--- src/rtl/uart_cmd_frame_decoder_if.sv ---
// Byte-stream and command/FIFO signals between the UART receiver, the frame
// decoder and the SDRAM write FIFO / read-write controller.
interface uart_cmd_frame_decoder_if #(
    parameter int ADDR_BYTES = 3
);
    logic [7:0]              rx_data;
    logic                    rx_flag;
    logic                    wr_trig;
    logic                    rd_trig;
    logic [8*ADDR_BYTES-1:0] cmd_addr;
    logic [7:0]              cmd_len;
    logic                    wfifo_wr_en;
    logic [7:0]              wfifo_wr_data;
    logic                    wfifo_flush;
    logic                    frame_err;
    logic [1:0]              err_code;
    logic                    busy;

    modport master (
        output rx_data, rx_flag,
        input  wr_trig, rd_trig, cmd_addr, cmd_len, wfifo_wr_en, wfifo_wr_data,
               wfifo_flush, frame_err, err_code, busy
    );

    modport slave (
        input  rx_data, rx_flag,
        output wr_trig, rd_trig, cmd_addr, cmd_len, wfifo_wr_en, wfifo_wr_data,
               wfifo_flush, frame_err, err_code, busy
    );
endinterface

--- src/rtl/uart_cmd_frame_decoder.sv ---
// Parses header/address/length/payload/XOR-checksum command frames from the UART
// byte stream, streams write payload into the FIFO and triggers on valid frames.
module uart_cmd_frame_decoder #(
    parameter logic [7:0] WR_HEAD     = 8'h55,
    parameter logic [7:0] RD_HEAD     = 8'hAA,
    parameter int         ADDR_BYTES  = 3,
    parameter int         MAX_LEN     = 255,
    parameter int         TIMEOUT_CYC = 50000
) (
    input  logic                      clk,
    input  logic                      rst_n,
    uart_cmd_frame_decoder_if.slave   bus
);
    localparam int AW = 8 * ADDR_BYTES;
    localparam int TW = $clog2(TIMEOUT_CYC + 1);

    typedef enum logic [2:0] {S_IDLE, S_ADDR, S_LEN, S_DATA, S_CSUM} state_t;

    state_t          state_q, state_d;
    logic            is_wr_q, is_wr_d;
    logic [AW-1:0]   addr_sh_q, addr_sh_d;
    logic [7:0]      cnt_q, cnt_d;
    logic [7:0]      len_q, len_d;
    logic [7:0]      csum_q, csum_d;
    logic [TW-1:0]   tmo_q, tmo_d;
    logic            wr_trig_q, wr_trig_d, rd_trig_q, rd_trig_d;
    logic [AW-1:0]   cmd_addr_q, cmd_addr_d;
    logic [7:0]      cmd_len_q, cmd_len_d;
    logic            wr_en_q, wr_en_d;
    logic [7:0]      wr_data_q, wr_data_d;
    logic            flush_q, flush_d, ferr_q, ferr_d;
    logic [1:0]      err_code_q, err_code_d;

    logic len_bad, timeout, hdr_hit, addr_last, data_last;

    assign hdr_hit   = (bus.rx_data == WR_HEAD) || (bus.rx_data == RD_HEAD);
    assign len_bad   = (bus.rx_data == 8'd0) || ({1'b0, bus.rx_data} > 9'(MAX_LEN));
    assign addr_last = (cnt_q == 8'(ADDR_BYTES - 1));
    assign data_last = (cnt_q == len_q - 8'd1);
    // A byte arriving on the expiry cycle takes precedence over the timeout.
    assign timeout   = (state_q != S_IDLE) && !bus.rx_flag && (tmo_q == TW'(TIMEOUT_CYC - 1));

    always_ff @(posedge clk or negedge rst_n) begin
        if (!rst_n) state_q <= S_IDLE;
        else        state_q <= state_d;
    end

    always_comb begin
        state_d = state_q;
        if (bus.rx_flag) begin
            case (state_q)
                S_IDLE: if (hdr_hit)   state_d = S_ADDR;
                S_ADDR: if (addr_last) state_d = S_LEN;
                S_LEN:  state_d = len_bad ? S_IDLE : (is_wr_q ? S_DATA : S_CSUM);
                S_DATA: if (data_last) state_d = S_CSUM;
                S_CSUM: state_d = S_IDLE;
                default: state_d = S_IDLE;
            endcase
        end else if (timeout) begin
            state_d = S_IDLE;
        end
    end

    always_comb begin
        is_wr_d    = is_wr_q;
        addr_sh_d  = addr_sh_q;
        cnt_d      = cnt_q;
        len_d      = len_q;
        csum_d     = csum_q;
        tmo_d      = (state_q == S_IDLE || bus.rx_flag) ? '0 : tmo_q + TW'(1);
        wr_trig_d  = 1'b0;
        rd_trig_d  = 1'b0;
        cmd_addr_d = cmd_addr_q;
        cmd_len_d  = cmd_len_q;
        wr_en_d    = 1'b0;
        wr_data_d  = wr_data_q;
        flush_d    = 1'b0;
        ferr_d     = 1'b0;
        err_code_d = err_code_q;
        if (bus.rx_flag) begin
            case (state_q)
                S_IDLE: if (hdr_hit) begin
                    is_wr_d = (bus.rx_data == WR_HEAD);
                    csum_d  = 8'd0;
                    cnt_d   = 8'd0;
                end
                S_ADDR: begin
                    addr_sh_d = AW'({addr_sh_q, bus.rx_data});
                    csum_d    = csum_q ^ bus.rx_data;
                    cnt_d     = addr_last ? 8'd0 : cnt_q + 8'd1;
                end
                S_LEN: begin
                    len_d  = bus.rx_data;
                    csum_d = csum_q ^ bus.rx_data;
                    cnt_d  = 8'd0;
                    if (len_bad) begin
                        ferr_d     = 1'b1;
                        err_code_d = 2'd1;
                    end
                end
                S_DATA: begin
                    wr_en_d   = 1'b1;
                    wr_data_d = bus.rx_data;
                    csum_d    = csum_q ^ bus.rx_data;
                    cnt_d     = cnt_q + 8'd1;
                end
                S_CSUM: begin
                    if (bus.rx_data == csum_q) begin
                        wr_trig_d  = is_wr_q;
                        rd_trig_d  = !is_wr_q;
                        cmd_addr_d = addr_sh_q;
                        cmd_len_d  = len_q;
                    end else begin
                        ferr_d     = 1'b1;
                        err_code_d = 2'd2;
                        flush_d    = is_wr_q;
                    end
                end
                default: ;
            endcase
        end else if (timeout) begin
            ferr_d     = 1'b1;
            err_code_d = 2'd3;
            flush_d    = is_wr_q && (state_q == S_DATA || state_q == S_CSUM);
        end
    end

    always_ff @(posedge clk or negedge rst_n) begin
        if (!rst_n) begin
            is_wr_q    <= 1'b0;
            addr_sh_q  <= '0;
            cnt_q      <= 8'd0;
            len_q      <= 8'd0;
            csum_q     <= 8'd0;
            tmo_q      <= '0;
            wr_trig_q  <= 1'b0;
            rd_trig_q  <= 1'b0;
            cmd_addr_q <= '0;
            cmd_len_q  <= 8'd0;
            wr_en_q    <= 1'b0;
            wr_data_q  <= 8'd0;
            flush_q    <= 1'b0;
            ferr_q     <= 1'b0;
            err_code_q <= 2'd0;
        end else begin
            is_wr_q    <= is_wr_d;
            addr_sh_q  <= addr_sh_d;
            cnt_q      <= cnt_d;
            len_q      <= len_d;
            csum_q     <= csum_d;
            tmo_q      <= tmo_d;
            wr_trig_q  <= wr_trig_d;
            rd_trig_q  <= rd_trig_d;
            cmd_addr_q <= cmd_addr_d;
            cmd_len_q  <= cmd_len_d;
            wr_en_q    <= wr_en_d;
            wr_data_q  <= wr_data_d;
            flush_q    <= flush_d;
            ferr_q     <= ferr_d;
            err_code_q <= err_code_d;
        end
    end

    assign bus.wr_trig       = wr_trig_q;
    assign bus.rd_trig       = rd_trig_q;
    assign bus.cmd_addr      = cmd_addr_q;
    assign bus.cmd_len       = cmd_len_q;
    assign bus.wfifo_wr_en   = wr_en_q;
    assign bus.wfifo_wr_data = wr_data_q;
    assign bus.wfifo_flush   = flush_q;
    assign bus.frame_err     = ferr_q;
    assign bus.err_code      = err_code_q;
    assign bus.busy          = (state_q != S_IDLE);
endmodule
--- src/flat_wrapper.sv ---
// flat-port wrapper written by rule: the top's interface ports become plain ports
module uart_cmd_frame_decoder_flat 
#(
    parameter logic [7:0] WR_HEAD     = 8'h55,
    parameter logic [7:0] RD_HEAD     = 8'hAA,
    parameter int         ADDR_BYTES  = 3,
    parameter int         MAX_LEN     = 255,
    parameter int         TIMEOUT_CYC = 50000
)
  (clk, rst_n, bus_rx_data, bus_rx_flag, bus_wr_trig, bus_rd_trig, bus_cmd_addr, bus_cmd_len, bus_wfifo_wr_en, bus_wfifo_wr_data, bus_wfifo_flush, bus_frame_err, bus_err_code, bus_busy);
  uart_cmd_frame_decoder_if #(.ADDR_BYTES(ADDR_BYTES)) bus_i ();
  input  logic clk;
  input  logic rst_n;
  input wire logic [$bits(bus_i.rx_data)-1:0] bus_rx_data;
  input wire logic [$bits(bus_i.rx_flag)-1:0] bus_rx_flag;
  output wire logic [$bits(bus_i.wr_trig)-1:0] bus_wr_trig;
  output wire logic [$bits(bus_i.rd_trig)-1:0] bus_rd_trig;
  output wire logic [$bits(bus_i.cmd_addr)-1:0] bus_cmd_addr;
  output wire logic [$bits(bus_i.cmd_len)-1:0] bus_cmd_len;
  output wire logic [$bits(bus_i.wfifo_wr_en)-1:0] bus_wfifo_wr_en;
  output wire logic [$bits(bus_i.wfifo_wr_data)-1:0] bus_wfifo_wr_data;
  output wire logic [$bits(bus_i.wfifo_flush)-1:0] bus_wfifo_flush;
  output wire logic [$bits(bus_i.frame_err)-1:0] bus_frame_err;
  output wire logic [$bits(bus_i.err_code)-1:0] bus_err_code;
  output wire logic [$bits(bus_i.busy)-1:0] bus_busy;
  assign bus_i.rx_data = bus_rx_data;
  assign bus_i.rx_flag = bus_rx_flag;
  assign bus_wr_trig = bus_i.wr_trig;
  assign bus_rd_trig = bus_i.rd_trig;
  assign bus_cmd_addr = bus_i.cmd_addr;
  assign bus_cmd_len = bus_i.cmd_len;
  assign bus_wfifo_wr_en = bus_i.wfifo_wr_en;
  assign bus_wfifo_wr_data = bus_i.wfifo_wr_data;
  assign bus_wfifo_flush = bus_i.wfifo_flush;
  assign bus_frame_err = bus_i.frame_err;
  assign bus_err_code = bus_i.err_code;
  assign bus_busy = bus_i.busy;
  uart_cmd_frame_decoder #(.WR_HEAD(WR_HEAD), .RD_HEAD(RD_HEAD), .ADDR_BYTES(ADDR_BYTES), .MAX_LEN(MAX_LEN), .TIMEOUT_CYC(TIMEOUT_CYC)) u_core (.clk(clk), .rst_n(rst_n), .bus(bus_i));
endmodule
--- config.mk ---
export PLATFORM = sky130hd
export DESIGN_NAME = uart_cmd_frame_decoder_flat
export DESIGN_NICKNAME = d
export VERILOG_FILES = /design/src/rtl/uart_cmd_frame_decoder_if.sv /design/src/rtl/uart_cmd_frame_decoder.sv /design/src/flat_wrapper.sv
export SDC_FILE = /design/constraint.sdc
export NUM_CORES = 1
export LEC_CHECK = 0
export ABC_AREA = 1
export ABC_CLOCK_PERIOD_IN_PS = 3870
export CORE_MARGIN = 4
export CORE_UTILIZATION = 45
export DETAILED_ROUTE_END_ITERATION = 6
export PLACE_DENSITY = 0.65
export SYNTH_ARGS = -nofsm -noshare
export SYNTH_HDL_FRONTEND = slang
export SYNTH_SLANG_ARGS = --single-unit
--- constraint.sdc ---
create_clock -name clk -period 3.87 [get_ports clk]
set_input_delay 0.9675 -clock clk [delete_from_list [all_inputs] [get_ports clk]]
set_output_delay 0.9675 -clock clk [all_outputs]
set_load 0.05 [all_outputs]
==> results of run 1 <==
-- cells in the final DEF (no fill, tap or decap), drive strengths merged, types with 4 or more instances in the layout --
master / synthesis / routed
buf: 17 / 5
nor2: 49 / 49
inv: 77 / 79
xnor2: 7 / 7
a21oi: 16 / 16
clkdlybuf4s50: 0 / 57
dfrtp: 115 / 115
nor3: 11 / 11
clkinv: 0 / 5
ha: 4 / 4
o21ai: 93 / 93
nand4: 10 / 10
clkbuf: 2 / 19
nand3: 25 / 25
nand2: 169 / 169
nand3b: 4 / 4
xor2: 10 / 10
-- sequential cells by signal (all words and copies together), names as in the netlist, 3 cells and up --
register / cells
u_core.addr_sh_q: 24
u_core.bus.cmd_addr: 24
u_core.bus.cmd_len: 8
u_core.bus.wfifo_wr_data: 8
u_core.cnt_q: 8
u_core.csum_q: 8
u_core.len_q: 8
u_core.state_q: 3
u_core.tmo_q: 16
-- worst paths after layout --
kind	from	to	slack, ns
setup / recovery	u_core.state_q[1]$_DFFE_PN0P_	bus_busy	0.86
max in group asynchronous	rst_n	u_core.len_q[7]$_DFFE_PN0P_	2.52
hold reg to reg	u_core.tmo_q[0]$_DFF_PN0_	u_core.tmo_q[0]$_DFF_PN0_	0.46
min in group asynchronous	rst_n	u_core.addr_sh_q[16]$_DFFE_PN0P_	0.61
setup reg to reg	u_core.csum_q[0]$_DFFE_PN0P_	u_core.bus.cmd_addr[23]$_DFFE_PN0P_	1.94
hold / removal	u_core.tmo_q[0]$_DFF_PN0_	u_core.tmo_q[0]$_DFF_PN0_	0.46
-- cell families after synthesis --
family | after synthesis
buffers and inverters | 96
adder cells (fa/ha/maj) | 4
flip-flops | 115
XOR/XNOR | 18
AND/OR/NAND/NOR | 272
AO/OA/AOI/OAI | 116
-- routing by layer --
metal	global-route usage (%)	part of all wire [%]	up-vias
li1	-	-	2116
met5	0	0	-
met2	28.54	47	97
met3	5.238	4.9	21
met1	23.65	46	1984
met4	9.158	2.2	0
-- per-stage QoR --
| step | power [mW] | hold slack (ns) | instance area, um2 | setup WS (ns) |
|---|---|---|---|---|
| floorplan | 2.670 | 0.4323 | 5396 | 1.903 |
| global placement | 3.010 | 0.4504 | 6053 | 0.6914 |
| detailed placement | 3.047 | 0.4566 | 6053 | 0.6253 |
| CTS | 4.694 | 0.4639 | 6680 | 0.8498 |
| global route | 4.968 | 0.4924 | 6680 | 0.7781 |
| finish | 4.653 | 0.4581 | 6680 | 0.8602 |
-- area by class of cell --
cell class | instances | area [um2]
fillers | 991 | 4885
flip-flops and latches | 115 | 2878
multi-input cells | 410 | 2087
repair buffers | 62 | 620.6
clock buffers | 19 | 452.9
inverters | 77 | 289.0
well taps | 143 | 178.9
clock inverters | 13 | 173.9
-- power groups by stage --
stage	clock, mW	sequential (mW)	combinational, mW
2_1_floorplan	0	1.84	0.833
3_3_place_gp	0	1.69	1.32
3_5_place_dp	0	1.70	1.34
4_1_cts	1.65	1.69	1.35
5_1_grt	1.71	1.73	1.53
6_report	1.63	1.69	1.34
==> flow_summary.yaml, run 1 <==
critical_path:
  slowest_delay_ns: 0.83
  critical_path_class: "reg2out"
  cp.required_ns: 2.90
  crit_slowest_cell: "clkdlybuf4s50_1"
  worst_setup_path_start_kind: "register"
  reg2regPathDepth: 7
  cp.arrival_ns: 2.04
  cp-end-kind: "primary output"
  worst-path-stages: 5
  cp_max_fo: 5
  crit_family: "buffers and inverters"
  critical_path.cell_chain: "inv_2, nand2_2, nor2_2, inv_1, clkdlybuf4s50_1"
  cp_num_buf_inv: 3
synth:
  synth_top_area_share_pct: 53.33
  synthSimpleGateAreaFrac_pct: 22.17
  post-synth-top-count-cell: "nand2_1"
  syn_area_um2: 5396
  synth_top_family_by_area: "simple AND/OR/NAND/NOR gates"
  synth_flop_cell: "dfrtp_1"
  ys_seq_area_share_pct: 53.33
  synthAdderAreaFrac_pct: 0.9274
  ys_ff_latch: 115
  yosys.area_share.xor_xnor_pct: 3.176
  synth_cell_types: 37
  syn_inst: 621
  synthMuxAreaShare_pct: 0
  synthArstFlopShare_pct: 100.0
  synth.avg_cell_area_um2: 8.690
  synth_common_cells: "nand2_1 (166), dfrtp_1 (115), inv_1 (68), o21ai_0 (52), nor2_1 (41)"
  synth_compound_area_share_pct: 12.31
  ys_top_cells_by_area: "dfrtp_1 (53%), nand2_1 (12%), o21ai_0 (4.8%)"
  synth_nets: 636
  ys_warn_count: 0
  synth-edff-count: 0
  synth_largest_area_cell: "dfrtp_1"
timing:
  post-route-period-util_pct: 77.77
  fmax_mhz: 332.3
  fin_skew_ns: 0.008015
  tightest_slew_ns: 0.7326
  finalSetupViolCount: 0
  period_minus_slack_ns: 3.010
  setup-tns-final_ns: 0
  max_slew_margin_pct: 51.16
  hold_viol: 0
  final_max_slew_viol_count: 0
  rsz0062_at_grt: "false"
flow_run:
  drv_cap: 0
floorplanning:
  io_pins: 59
  start_util_pct: 46.66
  coreArea_um2: 11560
  rows: 39
  die_x_um: 117.5
  die_area_um2: 13810
  fp.dieH_um: 117.5
power:
  p_int_mw: 2.974
  total_leakage_power_nw: 3.048
  power_frac_comb_pct: 28.8
  p_per_area_nw_per_um2: 696.6
  pwr-share-seq_pct: 36.2
  vdd_drop_max_mv: 0.4198
  clkPwrFrac_pct: 34.9
  p_sw_share_pct: 36.09
  p_sw_mw: 1.679
routing:
  drt_iter0_drc: 323
  drc: 0
  drt_first_pass_iters: 5
  wirelength_mm: 11.73
  ant_nets: 0
  vias_per_cell: 5.027
  wl_per_cell_um: 13.98
  vias: 4218
global_route:
  grt_pass1_wl_mm: 20.69
  grt_use_total_pct: 18.37
  grt_antenna_before_repair: 0
  grt_max_degree: 60
  gr-total-overflow: 0
  grt_pass1_vias: 4292
min_path:
  min_path_type: "reg2reg"
  hold_depth: 1
clocking:
  cts_hold_buf: 0
  clkTransAtPathRegs_ns: 0.05
  cts_buffer_depth: 2
  cts_tree: "done"
  worstSkewPairLatency_ns: 0.42
  htree_levels: 4
  post_cts_resize_count: 0
  clock_sinks: 115
  cts_setup_buffers: 0
  clock-root-buffer: "clkbuf_16"
  cts_made_buffers: 17
placement:
  port_buffers: 58
  post-dp-hpwl_mm: 8.478
  dp_cells: 807
  gp_congestion: 0.9216
cells_and_area:
  fin_cells: 839
  final_util_pct: 57.76
  area_growth_pct: 23.79
  nets: 698
  drive_gt1_share_pct: 11.78
  diodes: 0
run_status:
  status: "complete, no violations"
Power figures use the tool's default switching activity.
==> run 2, diff against run 1 <==
--- a/config.mk
+++ b/config.mk
@@ -6,11 +6,11 @@
 export NUM_CORES = 1
 export LEC_CHECK = 0
 export ABC_AREA = 1
-export ABC_CLOCK_PERIOD_IN_PS = 3870
+export ABC_CLOCK_PERIOD_IN_PS = 2400
 export CORE_MARGIN = 4
 export CORE_UTILIZATION = 45
 export DETAILED_ROUTE_END_ITERATION = 6
-export PLACE_DENSITY = 0.65
+export PLACE_DENSITY = 0.68
 export SYNTH_ARGS = -nofsm -noshare
 export SYNTH_HDL_FRONTEND = slang
 export SYNTH_SLANG_ARGS = --single-unit
==> constraint.sdc (replaced) <==
create_clock -name clk -period 2.4 [get_ports clk]
set_input_delay 0.6 -clock clk [delete_from_list [all_inputs] [get_ports clk]]
set_output_delay 0.6 -clock clk [all_outputs]
set_load 0.05 [all_outputs]
==> run 2 against run 1 <==
Power is 62% higher. Critical path depth is 4 lower. Core utilization is 0.83 points higher. Sequential share of layout area is 0.61 points lower. Via count is 2.2% higher. Clock power is 60% higher. Setup slack worse by 0.69 ns. Die area stayed put. Critical path type unchanged. Critical endpoint is now bus_cmd_addr[15]. Largest power group unchanged. Highest routed layer unchanged.
==> flow_summary.yaml, run 2 (synthesis results as in run 1) <==
run_status:
  status: "complete, no violations"
clocking:
  cts_tree: "done"
  cts_made_buffers: 17
  cts_setup_buffers: 0
  cts_buffer_depth: 2
  cts_hold_buf: 0
  htree_levels: 4
  clkTransAtPathRegs_ns: 0.05
  post_cts_resize_count: 0
  clock-root-buffer: "clkbuf_16"
  worstSkewPairLatency_ns: 0.41
  clock_sinks: 115
cells_and_area:
  drive_gt1_share_pct: 13.05
  nFillCells: 994
  seqCellArea_um2: 2878
  layout_commonest_cell: "nand2_1"
  diodes: 0
  final_cell_mix: "nand2_1 (166), dfrtp_1 (115), inv_1 (68)"
  multi_input_comb_area_um2: 2087
  area_growth_pct: 25.57
  nets: 708
  final_util_pct: 58.60
routing:
  wl_per_cell_um: 14.04
  drt_iter0_drc: 293
  drc: 0
  wirelength_mm: 11.91
  vias_per_cell: 5.085
  drt_first_pass_iters: 5
  vias: 4312
  ant_nets: 0
floorplanning:
  die_area_um2: 13810
  start_util_pct: 46.66
  coreArea_um2: 11560
  io_pins: 59
  rows: 39
  die_x_um: 117.5
  fp.dieH_um: 117.5
critical_path:
  critical_path.cell_chain: "clkdlybuf4s50_1"
  r2r_start: "u_core.len_q[0]$_DFFE_PN0P_"
  critical_path_class: "reg2out"
  slowest_delay_ns: 0.83
  cp.required_ns: 1.80
  cp-end-kind: "primary output"
  cp.arrival_ns: 1.63
  cp_num_buf_inv: 1
  worst_setup_path_start_kind: "register"
  crit_family: "buffers and inverters"
  crit_slowest_cell: "clkdlybuf4s50_1"
  crit_path_start: "u_core.bus.cmd_addr[15]$_DFFE_PN0P_"
  cp_max_fo: 2
power:
  pwr-share-seq_pct: 36.0
  p_sw_share_pct: 35.59
  total_leakage_power_nw: 3.117
  vdd_drop_max_mv: 0.6768
  total_power_mw: 7.559
  p_per_area_nw_per_um2: 1115
  power_frac_comb_pct: 29.5
  clkPwrFrac_pct: 34.5
  p_int_mw: 4.869
  p_sw_mw: 2.690
timing:
  fin_skew_ns: 0.006763
  finalSetupViolCount: 0
  hold_viol: 0
  period_minus_slack_ns: 2.232
  tightest_slew_ns: 0.5611
  fmax_mhz: 448.0
  post-route-period-util_pct: 93.00
  rsz0062_at_grt: "false"
  setup-tns-final_ns: 0
  final_max_slew_viol_count: 0
  max_slew_margin_pct: 62.60
placement:
  post-dp-hpwl_mm: 8.345
  port_buffers: 58
  gp_congestion: 0.9093
global_route:
  top_usage_layer: "met2"
  gr-usage-met1_pct: 24.47
  gr-total-overflow: 0
  grt_pass1_wl_mm: 20.62
  grt_use_met2_pct: 28.18
  grt_max_degree: 65
  grt_pass1_vias: 4217
  use_met3_pct: 5.046
  grt_antenna_before_repair: 0
  grt_use_total_pct: 18.54
min_path:
  min_path_type: "in2async"
flow_run:
  drv_cap: 0
[run 2: cell types whose count changed in the layout (fill, tap and decap cells not counted), sizes merged]
cell	delta
clkbuf	-2
clkinvlp	-2
bufinv	+1
clkinv	+3
inv	-1
clkdlybuf4s50	-1
buf	+11
[run 2: final timing paths]
kind                       depth (start not counted)  slack, ns                                   to
hold reg to reg                                    1       0.46            u_core.tmo_q[0]$_DFF_PN0_
setup reg to reg                                  14       0.49        u_core.state_q[2]$_DFFE_PN0P_
hold / removal                                     1       0.18  u_core.bus.cmd_addr[17]$_DFFE_PN0P_
min in group clk                                   1       0.46            u_core.tmo_q[0]$_DFF_PN0_
max in group asynchronous                          2       1.61  u_core.bus.cmd_addr[15]$_DFFE_PN0P_
setup / recovery                                   1       0.17                     bus_cmd_addr[15]
[run 2: cell type report]
class / count / share of cell area [%]
repair buffers: 72 / 10.78
multi-input cells: 410 / 30.80
clock buffers: 17 / 6.278
clock inverters: 14 / 2.770
inverters: 77 / 4.265
well taps: 143 / 2.640
flip-flops and latches: 115 / 42.47
[run 2: power by group through the flow]
| stage | clock (mW) | sequential, mW | combinational, mW |
|---|---|---|---|
| 6_report | 2.61 | 2.72 | 2.23 |
| 4_1_cts | 2.65 | 2.72 | 2.24 |
| 3_5_place_dp | 0 | 2.75 | 2.22 |
| 2_1_floorplan | 0 | 2.96 | 1.34 |
| 5_1_grt | 2.76 | 2.78 | 2.51 |
| 3_3_place_gp | 0 | 2.73 | 2.16 |
[run 2: per-stage QoR]
step	setup WS [ns]	hold slack [ns]	area, um2	cells
3_3_place_gp	0.07994	0.4459	6163	817
6_report	0.1679	0.1785	6777	848
4_1_cts	0.1518	0.1877	6777	848
2_1_floorplan	0.7747	0.3044	5396	621
5_1_grt	0.1382	0.2077	6777	848
3_5_place_dp	0.05250	0.4611	6163	817
[run 2: metal layers]
metal	up-vias	part of all wire [%]
met4	0	2.6
met1	2008	46
met2	135	46
met3	26	4.9
met5	-	0
li1	2143	-
==> run 3, diff against run 2 <==
--- a/config.mk
+++ b/config.mk
@@ -6,7 +6,7 @@
 export NUM_CORES = 1
 export LEC_CHECK = 0
 export ABC_AREA = 1
-export ABC_CLOCK_PERIOD_IN_PS = 2400
+export ABC_CLOCK_PERIOD_IN_PS = 2040
 export CORE_MARGIN = 4
 export CORE_UTILIZATION = 45
 export DETAILED_ROUTE_END_ITERATION = 6
==> constraint.sdc (replaced) <==
create_clock -name clk -period 2.04 [get_ports clk]
set_input_delay 0.51 -clock clk [delete_from_list [all_inputs] [get_ports clk]]
set_output_delay 0.51 -clock clk [all_outputs]
set_load 0.05 [all_outputs]
==> run 3 against run 2 <==
Sequential power up 18%. Clock skew down 0.0030 ns. Register-to-register slack worse by 0.27 ns. Cell area up 1.0%. Non-clock buffer count up 15.
==> flow_summary.yaml, run 3 (synthesis results as in run 1) <==
run_status:
  status: "complete, no violations"
power:
  p_per_area_nw_per_um2: 1324
  clkPwrFrac_pct: 35.6
  p_sw_share_pct: 35.04
  total_power_mw: 9.065
  total_leakage_power_nw: 3.337
  power_frac_comb_pct: 29.0
  vdd_drop_max_mv: 0.8024
  p_int_mw: 5.889
  pwr-share-seq_pct: 35.4
  p_sw_mw: 3.176
placement:
  gp_congestion: 0.8820
  post-dp-hpwl_mm: 8.685
  port_buffers: 58
timing:
  rsz0062_at_grt: "false"
  finalSetupViolCount: 0
  tightest_slew_ns: 0.5666
  setup-tns-final_ns: 0
  max_slew_margin_pct: 61.88
  hold_viol: 0
  final_max_slew_viol_count: 0
  post-route-period-util_pct: 95.49
  fmax_mhz: 513.4
  fin_skew_ns: 0.003733
  period_minus_slack_ns: 1.948
clocking:
  worstSkewPairLatency_ns: 0.41
  clkTransAtPathRegs_ns: 0.05
  cts_made_buffers: 17
  htree_levels: 4
  cts_buffer_depth: 2
  cts_tree: "done"
  clock-root-buffer: "clkbuf_16"
  clock_sinks: 115
routing:
  drc: 0
  vias: 4386
  wirelength_mm: 12.17
  drt_iter0_drc: 270
  drt_first_pass_iters: 4
  ant_nets: 0
  wl_per_cell_um: 14.08
  vias_per_cell: 5.076
global_route:
  grt_use_total_pct: 18.80
  grt_max_degree: 65
  grt_pass1_vias: 4442
  gr-total-overflow: 0
  grt_pass1_wl_mm: 21.22
  grt_antenna_before_repair: 0
critical_path:
  crit_slowest_cell: "dfrtp_1"
  critical_path.cell_chain: "inv_2, nand2_2, nor2_4, inv_1, buf_6"
  cp_max_fo: 4
  r2r_start: "u_core.len_q[0]$_DFFE_PN0P_"
  slowest_delay_ns: 0.41
  cp-end-kind: "primary output"
  reg2reg_to: "u_core.state_q[2]$_DFFE_PN0P_"
  r2r_slack_ns: 0.22
  cp.arrival_ns: 1.44
  worst_setup_path_start_kind: "register"
  cp.required_ns: 1.53
  critical_path_class: "reg2out"
  reg2regPathDepth: 14
cells_and_area:
  area_growth_pct: 26.87
  nets: 723
  diodes: 0
  final_cell_mix: "nand2_1 (166), dfrtp_1 (114), inv_1 (68)"
  drive_gt1_share_pct: 18.45
  layout_commonest_cell: "nand2_1"
floorplanning:
  io_pins: 59
  coreArea_um2: 11560
  fp.dieH_um: 117.5
  die_area_um2: 13810
  rows: 39
  die_x_um: 117.5
  start_util_pct: 46.66
flow_run:
  drv_cap: 0
min_path:
  min_path_type: "in2async"
==> run 3: worst max-delay path by stage <==
stage	slack (ns)	to	startpoint
floorplan	0.41	u_core.is_wr_q$_DFFE_PN0P_	u_core.state_q[0]$_DFFE_PN0P_
global placement	-0.14	u_core.cnt_q[0]$_DFFE_PN0P_	bus_rx_data[4]
detailed placement	-0.18	u_core.cnt_q[1]$_DFFE_PN0P_	bus_rx_data[4]
CTS	0.003	bus_busy	u_core.state_q[0]$_DFFE_PN0P_
global route	0.009	bus_busy	u_core.state_q[0]$_DFFE_PN0P_
finish	0.09	bus_busy	u_core.state_q[0]$_DFFE_PN0P_
==> run 3: through the flow <==
| step | worst slack [ns] | utilization, % | cells | instance area [um2] | hold WS (ns) |
|---|---|---|---|---|---|
| 6_report | 0.09209 | 59.20 | 864 | 6847 | 0.07000 |
| 4_1_cts | 0.003110 | 59.05 | 863 | 6829 | 0.07798 |
| 3_5_place_dp | -0.1846 | 53.66 | 831 | 6206 | 0.4661 |
| 2_1_floorplan | 0.4147 | - | 621 | 5396 | 0.2144 |
| 5_1_grt | 0.009150 | 59.20 | 864 | 6847 | 0.1107 |
| 3_3_place_gp | -0.1384 | 53.66 | 831 | 6206 | 0.4466 |
==> run 3: repair_timing <==
item                                    4_1_cts  5_1_grt
resized for setup                            22        3
setup buffers                                 0        1
endpoints found under the setup margin       22        2
hold buffers                                  0        0
==> run 3: critical path: cells and delay by family, from the launching register on <==
kind,cells,cell delay (ns)
buffers and inverters,3,0.37
and+or+nand+nor,2,0.24
DFF,1,0.41
==> run 3: layer usage <==
metal / up-vias / share of wire, % / wire (um) / track usage [%]
met3: 31 / 4.5 / 553 / 5.094
met1: 2082 / 45 / 5528 / 24.12
met2: 98 / 47 / 5773 / 29.84
li1: 2175 / - / - / -
met5: - / 0 / 0 / 0
met4: 0 / 2.5 / 310 / 8.718
==> run 3: area by class of cell <==
cell class              count  area (um2)
multi-input cells         410        2092
clock buffers              19       442.9
clock inverters            13       207.7
fillers                  1017        4718
well taps                 143       178.9
inverters                  77       289.0
flip-flops and latches    115        2879
repair buffers             87       757.0
==> run 3: power by group through the flow <==
stage	combinational, mW	clock [mW]	sequential (mW)
after floorplan	1.58	0	3.49
after global placement	2.54	0	3.21
after detailed placement	2.61	0	3.23
after CTS	2.61	3.28	3.20
after global routing	2.97	3.39	3.28
final	2.63	3.23	3.21
